**src/rtl/word_serializer.sv**
```systemverilog
// -----------------------------------------------------------------------------
// word_serializer
//   Parallel-to-serial transmit stage. Accepts WORD_W-bit words over a
//   valid/ready handshake and shifts them out MSB first, one bit per t_clk.
//   Consecutive words follow each other with no gap bits. A one-entry holding
//   register lets the producer hand over the next word while the current one
//   is still shifting.
//
// Optional feature (macro SER_PATTERN_EN):
//   Once the first real word has gone out, the line never idles. When a word
//   ends and nothing is waiting, the PATTERN fill word is shifted instead and
//   fill_word is raised for its duration. A real word that arrives during a
//   fill word waits in the holding register until the fill word has ended.
//   With the macro undefined there is no fill logic and fill_word is tied low.
//
// Ports
//   t_clk        in   bit clock, all logic on posedge
//   rst_n        in   synchronous active-low reset
//   word_in      in   parallel word to send
//   word_valid   in   word_in valid
//   word_ready   out  block can accept word_in this cycle (flop-only path)
//   data_out     out  serial output, MSB first
//   frame_start  out  high while bit WORD_W-1 of a word is on data_out
//   busy         out  shifter active or holding register full
//   fill_word    out  high while a PATTERN fill word is shifting
// -----------------------------------------------------------------------------
module word_serializer #(
  parameter int                WORD_W     = 32,
  parameter logic              IDLE_LEVEL = 1'b0
`ifdef SER_PATTERN_EN
  ,
  parameter logic [WORD_W-1:0] PATTERN    = 32'h5A5A_C33C
`endif
) (
  input  logic              t_clk,
  input  logic              rst_n,
  input  logic [WORD_W-1:0] word_in,
  input  logic              word_valid,
  output logic              word_ready,
  output logic              data_out,
  output logic              frame_start,
  output logic              busy,
  output logic              fill_word
);

  localparam int                CNT_W    = $clog2(WORD_W);
  localparam logic [CNT_W-1:0] LAST_BIT = CNT_W'(WORD_W - 1);

  typedef enum logic {
    IDLE  = 1'b0,
    SHIFT = 1'b1
  } state_e;

  state_e              state_q, state_d;
  logic [WORD_W-1:0]   shreg_q, shreg_d;
  logic [CNT_W-1:0]    bit_cnt_q, bit_cnt_d;
  logic [WORD_W-1:0]   hold_q, hold_d;
  logic                hold_full_q, hold_full_d;
  logic                ready_q;
`ifdef SER_PATTERN_EN
  logic                fill_q, fill_d;
`endif

  logic active;
  logic accept;
  logic at_last;
  logic can_load;
  logic word_avail;

  assign active     = (state_q == SHIFT);
  assign word_ready = ready_q & ~hold_full_q;
  assign accept     = word_valid & word_ready;
  assign at_last    = active & (bit_cnt_q == LAST_BIT);
  // The shifter can take a new word when idle or on the final bit of a word,
  // which is what makes consecutive words abut with no gap.
  assign can_load   = ~active | at_last;
  assign word_avail = hold_full_q | accept;

  // NOTE: every next-state variable gets its default (hold value) first, so
  // no path through this block leaves one unassigned and no latch is inferred.
  always_comb begin
    state_d     = state_q;
    shreg_d     = shreg_q;
    bit_cnt_d   = bit_cnt_q;
    hold_d      = hold_q;
    hold_full_d = hold_full_q;
`ifdef SER_PATTERN_EN
    fill_d      = fill_q;
`endif

    if (active) begin
      shreg_d   = shreg_q << 1;
      bit_cnt_d = bit_cnt_q + CNT_W'(1);
    end

    if (can_load && word_avail) begin
      // A held word is older than one offered this cycle, so it goes first.
      shreg_d   = hold_full_q ? hold_q : word_in;
      bit_cnt_d = '0;
      state_d   = SHIFT;
`ifdef SER_PATTERN_EN
      fill_d    = 1'b0;
`endif
    end else if (at_last) begin
`ifdef SER_PATTERN_EN
      shreg_d   = PATTERN;
      bit_cnt_d = '0;
      fill_d    = 1'b1;
`else
      state_d   = IDLE;
`endif
    end

    // word_ready is low while the hold register is full, so a refill and a
    // drain never coincide.
    if (accept && !can_load) begin
      hold_d      = word_in;
      hold_full_d = 1'b1;
    end else if (can_load && hold_full_q) begin
      hold_full_d = 1'b0;
    end
  end

  always_ff @(posedge t_clk) begin
    if (!rst_n) begin
      state_q     <= IDLE;
      shreg_q     <= '0;
      bit_cnt_q   <= '0;
      hold_full_q <= 1'b0;
      ready_q     <= 1'b0;
`ifdef SER_PATTERN_EN
      fill_q      <= 1'b0;
`endif
    end else begin
      state_q     <= state_d;
      shreg_q     <= shreg_d;
      bit_cnt_q   <= bit_cnt_d;
      hold_full_q <= hold_full_d;
      ready_q     <= 1'b1;
`ifdef SER_PATTERN_EN
      fill_q      <= fill_d;
`endif
    end
  end

  // NOTE: the hold data register has no reset; its contents are only ever
  // read when hold_full_q is set, and that flag is reset.
  always_ff @(posedge t_clk) begin
    hold_q <= hold_d;
  end

  assign data_out    = active ? shreg_q[WORD_W-1] : IDLE_LEVEL;
  assign frame_start = active & (bit_cnt_q == '0);
  assign busy        = active | hold_full_q;
`ifdef SER_PATTERN_EN
  assign fill_word   = active & fill_q;
`else
  assign fill_word   = 1'b0;
`endif

endmodule

```
**config.mk**
```make
export PLATFORM = sky130hd
export DESIGN_NAME = word_serializer
export DESIGN_NICKNAME = d
export VERILOG_FILES = /design/src/rtl/word_serializer.sv
export SDC_FILE = /design/constraint.sdc
export NUM_CORES = 1
export LEC_CHECK = 0
export ABC_CLOCK_PERIOD_IN_PS = 5000
export BUFFER_PORTS_ARGS = -buffer_cell sky130_fd_sc_hd__buf_2
export CAP_MARGIN = 20
export CORE_UTILIZATION = 45
export CTS_CLUSTER_DIAMETER = 150
export CTS_CLUSTER_SIZE = 20
export DETAILED_ROUTE_END_ITERATION = 6
export GPL_ROUTABILITY_DRIVEN = 0
export PLACE_DENSITY = 0.7
export SLEW_MARGIN = 30
export SYNTH_ARGS = -nofsm -noshare
export SYNTH_HDL_FRONTEND = slang
export SYNTH_SLANG_ARGS = --single-unit
```
**constraint.sdc**
```tcl
create_clock -name t_clk -period 5 [get_ports t_clk]
set_clock_uncertainty 0.05 [all_clocks]
set_input_delay 0.25 -clock t_clk [delete_from_list [all_inputs] [get_ports t_clk]]
set_output_delay 0.25 -clock t_clk [all_outputs]
set_load 0.01 [all_outputs]
```
[Word-level counts from Yosys, hierarchy flattened]
Index checks and enable logic that the tools add are counted.
Storage, ports and cells
  logic and storage cells: 36
  output and inout port bits: 5
  register bits: 72
  bits of input ports: 35
Cells by class
  bitwise logic cells: 10
  mux-type cells: 9
  equality and inequality tests: 1
  reduce and logical (&&, ||, !) cells: 9
  add/sub/neg operators: 1
Operator list (count)
  32-bit two-way mux: 3
  1-bit two-way mux: 6
  2-bit nonzero test: 3
  5-bit by 1-bit adder with 5-bit output (second input constant): 1
  5-bit == test (second input constant): 1
  5-bit logical NOT: 1
  1-bit AND: 4
  1-bit logical AND: 3
  1-bit NOT: 3
  1-bit OR: 3
  2-bit OR reduction: 1
  1-bit logical NOT: 1

[Depth between registers and ports, before layout]
  depth in word-level cells: 6
  depth in mapped cells: 8
  mapped depth without buffers: 6

[Worst setup path after synthesis]
No wires, ideal clock.
  path type: flip-flop to flip-flop
  start: register bit_cnt_q[0]
  end: register hold_q[0] (enable)
  data required time: 4558 ps
  setup time: 392 ps
  cell stages (with the launch flop): 6
  arrival: 1880 ps
  clock period less this slack: 2322 ps
  path buffers: 0
  path slack: 2678 ps
  cell sequence: dfxtp_1 > ha_1 > and3_1 > ha_1 > nor2b_1 > and3_1
Between the ends
  word-level cells in the longest chain between the ends: 5
RTL lines
  start, declared: RTL line 56  | logic [CNT_W-1:0] bit_cnt_q, bit_cnt_d;
  start signal, assigned: RTL line 137  | bit_cnt_q <= bit_cnt_d;
  5-bit == test: RTL line 73  | assign at_last = active & (bit_cnt_q == LAST_BIT);
  1-bit AND: RTL line 73
  1-bit OR: RTL line 76  | assign can_load = ~active | at_last;
  1-bit logical NOT: RTL line 116  | if (accept && !can_load) begin
  1-bit logical AND: RTL line 116
  end signal, assigned: RTL line 149  | hold_q <= hold_d;
  end, declared: RTL line 57  | logic [WORD_W-1:0] hold_q, hold_d;
No other way between the ends.
A chain may end at the register's enable or synchronous reset.

[Final worst setup path]
  start: register bit_cnt_q[0]
  end: register shreg_q[13]
Between the ends
  word-level cells in the longest chain between the ends: 5
  elaborated cells between the ends (all ways): 6
  those cells by class: 1 x eq/ne; 1 x mux; 2 x bitwise; 2 x reduce/logical
RTL lines
  5-bit == test (*): RTL line 73
  1-bit AND (*): RTL line 73
  1-bit OR (*): RTL line 76
  1-bit logical AND (*): RTL line 96  | if (can_load && word_avail) begin
  32-bit two-way mux or 2-bit nonzero test (tied branches)
  end signal, assigned: RTL line 136  | shreg_q <= shreg_d;
  end, declared: RTL line 55  | logic [WORD_W-1:0] shreg_q, shreg_d;
Mark *: on every way between the ends. The rest lies on a longest branch, timed or not.

==> metrics.md <==
| Metric | Value |
|---|---|
| Post-CTS Resized | `0` |
| Setup TNS after final layout | `0 ns` |
| Worst path arrival time | `2.79 ns` |
| Final Setup Violations | `0` |
| Die height | `85.46 µm` |
| Die Wd | `85.46 µm` |
| Pwr dens | `351.8 nW/µm²` |
| CP Capture Type | `flip-flop` |
| Vias | `2,085` |
| Seq/Total Area, Yosys | `0.5621` |
| Startpoint Class | `flip-flop` |
| Seq cells post-synth | `72` |
| Highest clock rate | `386.1 MHz` |
| Largest net degree at the start of global routing | `57` |
| Switch Pwr | `289.6 µW` |
| Slew headroom | `0.3822` |
| Synth warnings | `0` |
| Total gr overflow | `0` |
| Row count | `30` |
| Critical Path RT | `5.20 ns` |
| Final Hold Slack | `0.03736 ns` |
| Average routed wire per standard cell | `15.16 µm` |
| Share of layout cells above drive strength 1 | `0.2969` |
| Initial Util | `0.4639` |
| EDFF count, synth | `32` |
| Final Max Tran Viols | `0` |
| Final WS setup | `2.410 ns` |
| Cts bufs inserted | `9` |
| Vias per cell | `5.590` |
| Initial antenna violation count | `0` |
| Outcome | `finished, final reports clean` |
| H-tree Lvls | `3` |
| Synth Cell Area | `3134 µm²` |
| RSZ-0062 raised after global routing | `no` |
| Root Buffer | `clkbuf_8` |
| Area Overhead vs Synth | `12.73%` |
| Synth cell types | `34` |
| Maximum vdd drop | `0.1990 mV` |
| PortBufs | `38` |
| CTS clock-pin slew for the worst setup and hold paths | `0.08 ns` |
| # Post-CTS Setup Buffers | `0` |
| Hold buffer count at CTS | `0` |
| Full die area | `7303 µm²` |
| Final WL | `5.656 mm` |
| Syn Area/Cell | `12.10 µm²` |
| Sw Share | `0.2330` |
| Diode count | `0` |
| ANT nets after route | `0` |
| Crit path time final | `2.590 ns` |
| Leakage power | `1.236 nW` |
| Sink Count | `72` |
| Post-DP HPWL | `3.544 mm` |
| Cells after Synth | `259` |
| Io pins | `40` |
| Drt first pass iters | `4` |
| Worst Max-Slew Pin Slew | `0.9266 ns` |
| DRC Markers | `0` |
| Ys async rst share | `0` |
| Combinational power share | `0.085` |
| First-pass GRT wire length | `9.515 mm` |
| # nets final | `326` |
| Layout filler cell count | `580` |
| CP max FO | `19` |
| Initial DRC count | `148` |
| Clock Path Buffers | `2` |
| Vias in the first global route | `1,972` |
| Seq pwr share | `0.525` |
| Multi-input logic area | `1191 µm²` |
| Crit path kind | `flip-flop to flip-flop` |
| Clock power share | `0.390` |
| CTS tree | `yes` |
| Worst min path class | `primary input to flip-flop` |
| Pre-CTS setup slack | `2.433 ns` |
| Pint | `953.5 µW` |
| Reg area | `1763 µm²` |
| Crit share post-route | `0.5180` |
| Hold violation count in the final report | `0` |
| Ys flop type | `dfxtp_1` |
| Core ar. | `6756 µm²` |
| Total track usage | `0.1674` |
| Clk_lat worst skew | `0.34 ns` |
| Design Power | `1.243 mW` |
| Syn_nets | `297` |
| Max cap viols | `0` |
[metrics by stage]
step | area [µm²] | cells | utilization
5_1_grt | 3533 | 373 | 0.5230
6_report | 3533 | 373 | 0.5230
3_5_place_dp | 3304 | 356 | 0.4891
3_3_place_gp | 3304 | 356 | 0.4891
2_1_floorplan | 3134 | 259 | -
4_1_cts | 3518 | 372 | 0.5207
[critical path, stage by stage, from the launching register on]
cell	delay [ns]
dfxtp_1	0.40
ha_1	0.19
and3_1	0.16
ha_1	0.17
nand2b_1	0.57
nand3_1	0.58
o221ai_1	0.37
[worst paths after layout]
check	start	endpoint	slack, ns	depth (start not counted)
worst min-delay path	word_in[25]	hold_q[25]	0.04	1
worst max register to register	bit_cnt_q[0]	shreg_q[13]	2.41	6
worst max-delay path	bit_cnt_q[0]	shreg_q[13]	2.41	6
worst min register to register	shreg_q[5]	shreg_q[5]	0.44	2
[metal layers]
layer	track usage	part of all wire	routed length, µm	vias to the layer above
li1	-	-	-	1039
met5	0	0	0	-
met1	0.2382	0.49	2773	993
met2	0.2364	0.45	2570	45
met4	0.09091	0.017	97	0
met3	0.03696	0.038	214	8
[cell usage after synthesis, types with 3 or more instances]
master	count	area, µm²
inv_1	16	60.06
o221ai_2	10	150.1
buf_2	7	35.03
ha_1	3	37.54
and3_1	3	18.77
nor2_1	6	22.52
clkbuf_1	7	26.28
mux2_2	17	191.4
nand4_1	18	112.6
o221ai_1	21	183.9
nand2_1	20	75.07
mux2i_1	17	170.2
edfxtp_1	32	960.9
buf_6	3	33.78
nand3_1	15	75.07
buf_4	4	30.03
dfxtp_1	40	800.8
[cell families (layout without fill, tap and decap cells)]
logic type                 Yosys count  in the layout  share of synthesized area
other                                1              1                   0.001196
DFF                                 72             72                     0.5621
muxes                               34             34                     0.1154
AOI/OAI and AO/OA                   40             40                     0.1297
and+or+nand+nor                     68             68                     0.1110
adders and majority gates            3              3                    0.01198
xor gates and xnor gates             3              3                   0.008385
buffers and inverters               38             72                    0.06028
[layout by cell type (no fill, tap or decap), types with 2 or more instances in the layout]
cell       n
xor2_1     2
clkbuf_8  10
and3_1     3
buf_4      2
nor2b_1    2
clkinv_2   3
mux2i_1   17
nand4_1   18
nand3_1   15
o221ai_2  10
nand2_1   20
dfxtp_1   39
ha_1       3
buf_2     38
o221ai_1  21
a21o_1     2
edfxtp_1  32
inv_1     16
nor2_1     6
mux2_2    17
[registers in the layout (all words and copies together), names as in the netlist]
register,cells
hold_full_q,1
bit_cnt_q,5
shreg_q,32
hold_q,32
ready_q,1
active,1
[layout make-up]
cell class,instances,area share
flip-flops and latches,72,0.4989
multi-input cells,149,0.3371
repair buffers,40,0.05807
clock buffers,11,0.04603
well taps,80,0.02833
inverters,16,0.01700
clock inverters,5,0.01452
[power by group through the flow]
stage | combinational, mW | clock, mW | sequential [mW]
after floorplan | 0.0830 | 0 | 0.659
after global placement | 0.103 | 0 | 0.665
after detailed placement | 0.105 | 0 | 0.666
after CTS | 0.106 | 0.494 | 0.652
after global routing | 0.119 | 0.519 | 0.655
final | 0.106 | 0.485 | 0.653
(Power assumes the default switching activity.)
